`config.mk`:
```
export PLATFORM = sky130hd
export DESIGN_NAME = ps2_mouse_rx
export DESIGN_NICKNAME = d
export VERILOG_FILES = /design/src/rtl/ps2_pkg.sv /design/src/rtl/ps2_rx_frame.sv /design/src/rtl/ps2_mouse_rx.sv
export SDC_FILE = /design/constraint.sdc
export NUM_CORES = 1
export LEC_CHECK = 0
export BUFFER_PORTS_ARGS = -buffer_cell sky130_fd_sc_hd__buf_2
export CORE_ASPECT_RATIO = 1.25
export CORE_MARGIN = 10
export CORE_UTILIZATION = 55
export CTS_CLUSTER_DIAMETER = 40
export CTS_CLUSTER_SIZE = 30
export DETAILED_ROUTE_END_ITERATION = 8
export GPL_ROUTABILITY_DRIVEN = 0
export PLACE_DENSITY_LB_ADDON = 0.2
export SYNTH_ARGS = -nofsm -noshare
export SYNTH_HDL_FRONTEND = slang
export SYNTH_SLANG_ARGS = --single-unit
```
`constraint.sdc`:
```
create_clock -name clk -period 1.9 [get_ports clk]
set_input_delay 0.475 -clock clk [delete_from_list [all_inputs] [get_ports clk]]
set_output_delay 0.475 -clock clk [all_outputs]
set_load 0.02 [all_outputs]
```
`src/rtl/ps2_pkg.sv`:
```
// Shared PS/2 constants, byte-0 field positions and FSM state encodings.
package ps2_pkg;

  localparam logic [7:0]  PS2_ACK           = 8'hFA;
  localparam logic [7:0]  PS2_CMD_EN_REPORT = 8'hF4;
  localparam int unsigned PS2_FRAME_BITS    = 11;
  localparam int unsigned PS2_DATA_BITS     = PS2_FRAME_BITS - 3;

  localparam int unsigned BTN_MSB = 2;
  localparam int unsigned BTN_LSB = 0;
  localparam int unsigned ALIGN   = 3;
  localparam int unsigned XS      = 4;
  localparam int unsigned YS      = 5;
  localparam int unsigned XO      = 6;
  localparam int unsigned YO      = 7;

  typedef enum logic [1:0] {
    F_IDLE,
    F_DATA,
    F_PARITY,
    F_STOP
  } frame_state_t;

  typedef enum logic [1:0] {
    P_WAIT_ACK,
    P_B0,
    P_B1,
    P_B2
  } pkt_state_t;

endpackage

```
`src/rtl/ps2_rx_frame.sv`:
```
// PS/2 device-to-host frame receiver: line synchronizers, 11-bit frame FSM, bit timeout.
// Parity is enforced only when PS2_RX_PARITY_CHECK_EN is defined.
module ps2_rx_frame
  import ps2_pkg::*;
#(
  parameter int unsigned BIT_TIMEOUT_TICKS = 8
) (
  input  logic       clk,
  input  logic       reset,
  input  logic       tick,
  input  logic       host_busy,
  input  logic       ps2clk,
  input  logic       ps2data,
  output logic [7:0] rx_byte,
  output logic       byte_valid,
  output logic       frame_err
);

  localparam int unsigned TO_W = $clog2(BIT_TIMEOUT_TICKS + 1);

  frame_state_t    state, state_nxt;
  logic [2:0]      clk_sync;
  logic [1:0]      dat_sync;
  logic [2:0]      bit_cnt;
  logic [7:0]      shreg;
  logic [TO_W-1:0] to_cnt;
  logic            fall, din, timeout, parity_ok;
  logic            load_byte, err_set;

  // [1] is the second sync flop, [2] the extra flop used only for edge detection
  assign fall    = !clk_sync[1] && clk_sync[2];
  assign din     = dat_sync[1];
  assign timeout = (to_cnt == TO_W'(BIT_TIMEOUT_TICKS));

`ifdef PS2_RX_PARITY_CHECK_EN
  logic par_bit;

  always_ff @(posedge clk) begin
    if (!reset) begin
      par_bit <= 1'b0;
    end else if (fall && state == F_PARITY) begin
      par_bit <= din;
    end
  end

  assign parity_ok = ^{shreg, par_bit};
`else
  assign parity_ok = 1'b1;
`endif

  always_ff @(posedge clk) begin
    if (!reset) begin
      clk_sync <= '1;
      dat_sync <= '1;
      state    <= F_IDLE;
    end else begin
      clk_sync <= {clk_sync[1:0], ps2clk};
      dat_sync <= {dat_sync[0], ps2data};
      state    <= state_nxt;
    end
  end

  always_comb begin
    state_nxt = state;
    if (host_busy || timeout) begin
      state_nxt = F_IDLE;
    end else if (fall) begin
      case (state)
        F_IDLE:   if (!din) state_nxt = F_DATA;
        F_DATA:   if (bit_cnt == 3'(PS2_DATA_BITS - 1)) state_nxt = F_PARITY;
        F_PARITY: state_nxt = F_STOP;
        F_STOP:   state_nxt = F_IDLE;
        default:  state_nxt = F_IDLE;
      endcase
    end
  end

  always_comb begin
    load_byte = 1'b0;
    err_set   = 1'b0;
    if (!host_busy) begin
      if (timeout) begin
        err_set = 1'b1;
      end else if (fall && state == F_STOP) begin
        if (din && parity_ok) load_byte = 1'b1;
        else                  err_set   = 1'b1;
      end
    end
  end

  always_ff @(posedge clk) begin
    if (!reset) begin
      bit_cnt    <= '0;
      shreg      <= '0;
      to_cnt     <= '0;
      rx_byte    <= '0;
      byte_valid <= 1'b0;
      frame_err  <= 1'b0;
    end else begin
      byte_valid <= load_byte;
      frame_err  <= err_set;
      if (load_byte) rx_byte <= shreg;

      if (fall && state == F_IDLE) begin
        bit_cnt <= '0;
      end else if (fall && state == F_DATA) begin
        shreg   <= {din, shreg[7:1]};
        bit_cnt <= bit_cnt + 3'd1;
      end

      // a fall in the same cycle as a tick takes priority and clears the count
      if (host_busy || timeout || state == F_IDLE || fall) begin
        to_cnt <= '0;
      end else if (tick) begin
        to_cnt <= to_cnt + TO_W'(1);
      end
    end
  end

endmodule

```
`src/rtl/ps2_mouse_rx.sv`:
```
// PS/2 mouse receiver top: frame receiver plus 3-byte packet assembler and inter-byte gap timer.
// Optional build macro: PS2_RX_PARITY_CHECK_EN (enforces odd parity on received frames).
module ps2_mouse_rx
  import ps2_pkg::*;
#(
  parameter int unsigned BIT_TIMEOUT_TICKS = 8,
  parameter int unsigned PKT_GAP_TICKS     = 67
) (
  input  logic       clk,
  input  logic       reset,
  input  logic       tick,
  input  logic       host_busy,
  input  logic       ps2clk,
  input  logic       ps2data,
  output logic [7:0] rx_byte,
  output logic       rx_byte_valid,
  output logic       ack_rcvd,
  output logic       pkt_valid,
  output logic [2:0] btn,
  output logic [8:0] x_mov,
  output logic [8:0] y_mov,
  output logic [1:0] ovf,
  output logic       frame_err
);

  localparam int unsigned GAP_W = $clog2(PKT_GAP_TICKS + 1);

  pkt_state_t       pstate, pstate_nxt;
  logic [GAP_W-1:0] gap_cnt;
  logic             gap_hit, in_pkt, abort;
  logic             ack_set, store_b0, store_b1, pkt_set;
  logic [2:0]       b0_btn;
  logic             b0_xs, b0_ys;
  logic [1:0]       b0_ovf;
  logic [7:0]       b1;

  ps2_rx_frame #(
    .BIT_TIMEOUT_TICKS(BIT_TIMEOUT_TICKS)
  ) u_frame (
    .clk       (clk),
    .reset     (reset),
    .tick      (tick),
    .host_busy (host_busy),
    .ps2clk    (ps2clk),
    .ps2data   (ps2data),
    .rx_byte   (rx_byte),
    .byte_valid(rx_byte_valid),
    .frame_err (frame_err)
  );

  assign gap_hit = (gap_cnt == GAP_W'(PKT_GAP_TICKS));
  assign in_pkt  = (pstate == P_B1) || (pstate == P_B2);
  assign abort   = in_pkt && (gap_hit || frame_err);

  always_ff @(posedge clk) begin
    if (!reset) pstate <= P_WAIT_ACK;
    else        pstate <= pstate_nxt;
  end

  always_comb begin
    pstate_nxt = pstate;
    if (host_busy) begin
      pstate_nxt = P_WAIT_ACK;
    end else if (abort) begin
      pstate_nxt = P_B0;
    end else if (rx_byte_valid) begin
      case (pstate)
        P_WAIT_ACK: if (rx_byte == PS2_ACK) pstate_nxt = P_B0;
        P_B0:       if (rx_byte[ALIGN])     pstate_nxt = P_B1;
        P_B1:       pstate_nxt = P_B2;
        P_B2:       pstate_nxt = P_B0;
        default:    pstate_nxt = P_WAIT_ACK;
      endcase
    end
  end

  always_comb begin
    ack_set  = 1'b0;
    store_b0 = 1'b0;
    store_b1 = 1'b0;
    pkt_set  = 1'b0;
    if (!host_busy && !abort && rx_byte_valid) begin
      case (pstate)
        P_WAIT_ACK: ack_set  = (rx_byte == PS2_ACK);
        P_B0:       store_b0 = rx_byte[ALIGN];
        P_B1:       store_b1 = 1'b1;
        P_B2:       pkt_set  = 1'b1;
        default:    ;
      endcase
    end
  end

  always_ff @(posedge clk) begin
    if (!reset) begin
      ack_rcvd  <= 1'b0;
      pkt_valid <= 1'b0;
      b0_btn    <= '0;
      b0_xs     <= 1'b0;
      b0_ys     <= 1'b0;
      b0_ovf    <= '0;
      b1        <= '0;
      btn       <= '0;
      x_mov     <= '0;
      y_mov     <= '0;
      ovf       <= '0;
      gap_cnt   <= '0;
    end else begin
      ack_rcvd  <= ack_set;
      pkt_valid <= pkt_set;
      if (store_b0) begin
        b0_btn <= rx_byte[BTN_MSB:BTN_LSB];
        b0_xs  <= rx_byte[XS];
        b0_ys  <= rx_byte[YS];
        b0_ovf <= {rx_byte[YO], rx_byte[XO]};
      end
      if (store_b1) b1 <= rx_byte;
      // byte 2 is taken straight from the receiver so outputs change with pkt_valid
      if (pkt_set) begin
        btn   <= b0_btn;
        x_mov <= {b0_xs, b1};
        y_mov <= {b0_ys, rx_byte};
        ovf   <= b0_ovf;
      end

      if (host_busy || abort || rx_byte_valid || !in_pkt) begin
        gap_cnt <= '0;
      end else if (tick) begin
        gap_cnt <= gap_cnt + GAP_W'(1);
      end
    end
  end

endmodule

```
==> summary.md <==
| Metric | Value |
|---|---|
| CTS max path bufs | 2 |
| Async S/R FF share, synth | 0% |
| Hold path cells | 2 |
| Main combinational cell family by area after synthesis | simple AND/OR/NAND/NOR gates |
| Share of cells above drive strength 1 | 18.9% |
| CTS tree | done |
| Final setup violation count | 0 |
| HP Class | in2reg |
| Slew @ Worst Pin | slightly above 600 ps |
| Largest net degree at the start of global routing | 48 |
| Core Box Area | roughly 5700 µm² |
| Warnings, synthesis | 0 |
| Critical R2R Launch | gap_cnt[2] |
| Post-DP HPWL | 4.32 mm |
| Routed via count | 2,327 |
| N_diodes | 0 |
| Synth unique cells | 39 |
| Cells after synthesis | 336 |
| Crit path from | gap_cnt[2] |
| Max_cap viols | 0 |
| Post-synthesis sequential area ratio | 50.3% |
| Htree depth | 3 |
| R2R cell count | 4 |
| Synth Area in Compound Gates | 9.44% |
| WP data required | 2170 ps |
| Clock latency of the later-clocked register in the worst-skew pair | 340 ps |
| CTS resizes | 0 |
| DR vias/cell | 5.21 |
| DR iter-0 viols | 76 |
| Die Ht | between 100 and 150 µm |
| Final min period | 1730 ps |
| VDD IR max | 526 µV |
| Sequential Area | 1620 µm² |
| Multi-input gate area | 1480 µm² |
| RSZ-0062 raised after global routing | false |
| Synthesized area per cell | ~9.6 µm² |
| Core Rows | 31 |
| Initial antenna violation count | 0 |
| First-pass GRT wire length | 10.2 mm |
| PD cells | 881 nW/µm² |
| HP Start | ps2data |
| Reg-to-Reg End | b0_btn[1] |
| WL final | 5.99 mm |
| Most used DFF post-synth | dfxtp_1 |
| Leading area contributor after synthesis | dfxtp_1 |
| Clock root cell | clkbuf_8 |
| Worst-path clk slew | ~80 ps |
| Layout Area Growth over Synthesis | 15.5% |
| DR WL/cell | 13.4 µm |
| Antenna viol nets, final | 0 |
| Clk sinks | between 80 and 90 |
| Yosys reg bits | 81 |
| Post-synth EDFFs | 0 |
| Largest cells by area after synthesis | dfxtp_1 50%, mux2i_1 8.4%, nand2_1 5.8% |
| I/O pin cnt | 41 |
| Die width | 88.4 µm |
| Fmax | 579 MHz |
| Die ar. | 9340 µm² |
| Crit share post-route | 90.9% |
| Startpoint types | register |
| Hold EP | u_frame.dat_sync[0] |
| Pins Over Slew Limit | 0 |
| Post-CTS Setup Bufs | 0 |
| WS Path Type | reg2reg |
| GRT Total Usage | between 10% and 20% |
| R2R setup slack | between 150 and 200 ps |
| Simple-gate area share of the yosys netlist | 20.2% |
| Initial Util | 56.1% |
| Total CTS buffers | 9 |
| CP Max Fanout | 7 |
| Leak | roughly 1.6 nW |
| Post-synthesis xor/xnor area fraction | under 10% |
| Worst slew margin | 58.6% |
| Status | completed |
| I/O Buffers | 40 |
| Top-area cell type share of the netlist area | 50.3% |
| Final nets | 395 |
| CP Data Arrival Time | 2000 ps |
| Final Hold Fails | 0 |
| Syn nets | 355 |
| Post-route DRC | 0 |
| Netlist Area Pre-Place | 3220 µm² |
| DRT Pass-1 Iters | 4 |
| Hold slack | 308 ps |
| Vias in the first global route | 2,300 |
| Total gr overflow | 0 |
| Setup TNS | 0 ps |
| # fillers | 489 |
| Post-Synth Adder-Cell Area | 5.05% |
| Critical Path Sink Type | register |
| Mux share of post-synthesis cell area | between 8 and 9% |
| Final Skew | 6.99 ps |
| Hold bufs inserted after CTS | 0 |
final cells by class:
| class | instances | area share, % |
|---|---|---|
| Sequential cell | 81 | 43.6 |
| Multi-Input combinational cell | 229 | 39.7 |
| Timing Repair Buffer | 45 | 6.72 |
| Clock buffer | 10 | 3.70 |
| Clock inverter | 6 | 3.06 |
| Tap cell | 66 | 2.22 |
| Inverter | 10 | 1.01 |
layout by cell type (no fill, tap or decap), drive strengths merged:
master	instances
a21oi	10
a22oi	2
and3b	1
buf	45
bufinv	3
clkbuf	10
clkinvlp	2
dfxtp	81
ha	13
inv	11
mux2i	27
nand2	50
nand2b	7
nand3	26
nand3b	3
nand4	4
nand4b	3
nor2	28
nor2b	4
nor3	1
nor3b	1
nor4	2
o2111ai	2
o211a	1
o21a	2
o21ai	25
o21bai	1
o31a	3
or3	2
or4	2
xnor2	4
xor2	5
worst max-delay path by stage:
stage	slack, ps	cells past startpoint	end
final	170	4	b0_btn[1]
after global routing	90	6	b0_ys
after CTS	150	4	b0_btn[1]
after detailed placement	200	4	b0_btn[1]
after global placement	240	4	b0_ys
after floorplan	310	5	u_frame.to_cnt[1]
metrics by stage:
step	util, %	setup slack, ps	std cells	area (µm²)	power, W
4_1_cts	64.8	151	447	3720	0.00331
3_5_place_dp	60.4	196	431	3470	0.00179
5_1_grt	64.8	94.1	447	3720	0.00338
2_1_floorplan	-	308	336	3220	0.00178
3_3_place_gp	60.4	237	431	3470	0.00179
6_report	64.8	173	447	3720	0.00328
cells by family (layout without fill, tap and decap cells):
group,after synthesis,after routing
AND/OR/NAND/NOR,134,134
flip-flops,81,81
AO/OA/AOI/OAI,46,46
multiplexers,27,27
buffers and inverters,26,71
adder cells (fa/ha/maj),13,13
XOR/XNOR,9,9
power by group:
part | internal (W) | switching [W]
combinational | 0.0000147 | 0.0000363
sequential | 0.00170 | 0.00000222
clock | 0.000913 | 0.000612
Yosys cell counts (5+ instances only):
| cell type | count |
|---|---|
| o21ai_2 | 6 |
| nand3_1 | 25 |
| nand2b_1 | 7 |
| xor2_1 | 5 |
| nand2_1 | 50 |
| a21oi_1 | 10 |
| mux2i_1 | 27 |
| dfxtp_1 | 81 |
| clkbuf_1 | 8 |
| inv_1 | 10 |
| nor2_1 | 28 |
| o21ai_1 | 6 |
| ha_1 | 13 |
| o21ai_0 | 13 |
flip-flops by register name (all words and copies together), names as in the netlist, 2 cells and up:
name and cells:
x_mov 9, pstate 2, u_frame.clk_sync 3, gap_cnt 7, y_mov 9, ovf 2
u_frame.rx_byte 8, btn 3, b1 8, b0_btn 3, u_frame.state 2, b0_ovf 2
u_frame.shreg 8, u_frame.dat_sync 2, u_frame.bit_cnt 3, u_frame.to_cnt 4
metal layers:
layer | vias up | GRT usage [%] | routed length (µm)
li1 | 1221 | - | -
met1 | 1061 | 15.7 | 2680
met2 | 33 | 22.2 | 2880
met3 | 12 | 3.24 | 295
met4 | 0 | 6.94 | 131
met5 | - | 0 | 0
critical path, stage by stage, from the launching register on:
cell and delay [ps]:
dfxtp_1 350, or4_4 580, o31a_4 330, nand4_4 180
mux2i_1 210
No activity file was read; power rests on OpenSTA's default activity.
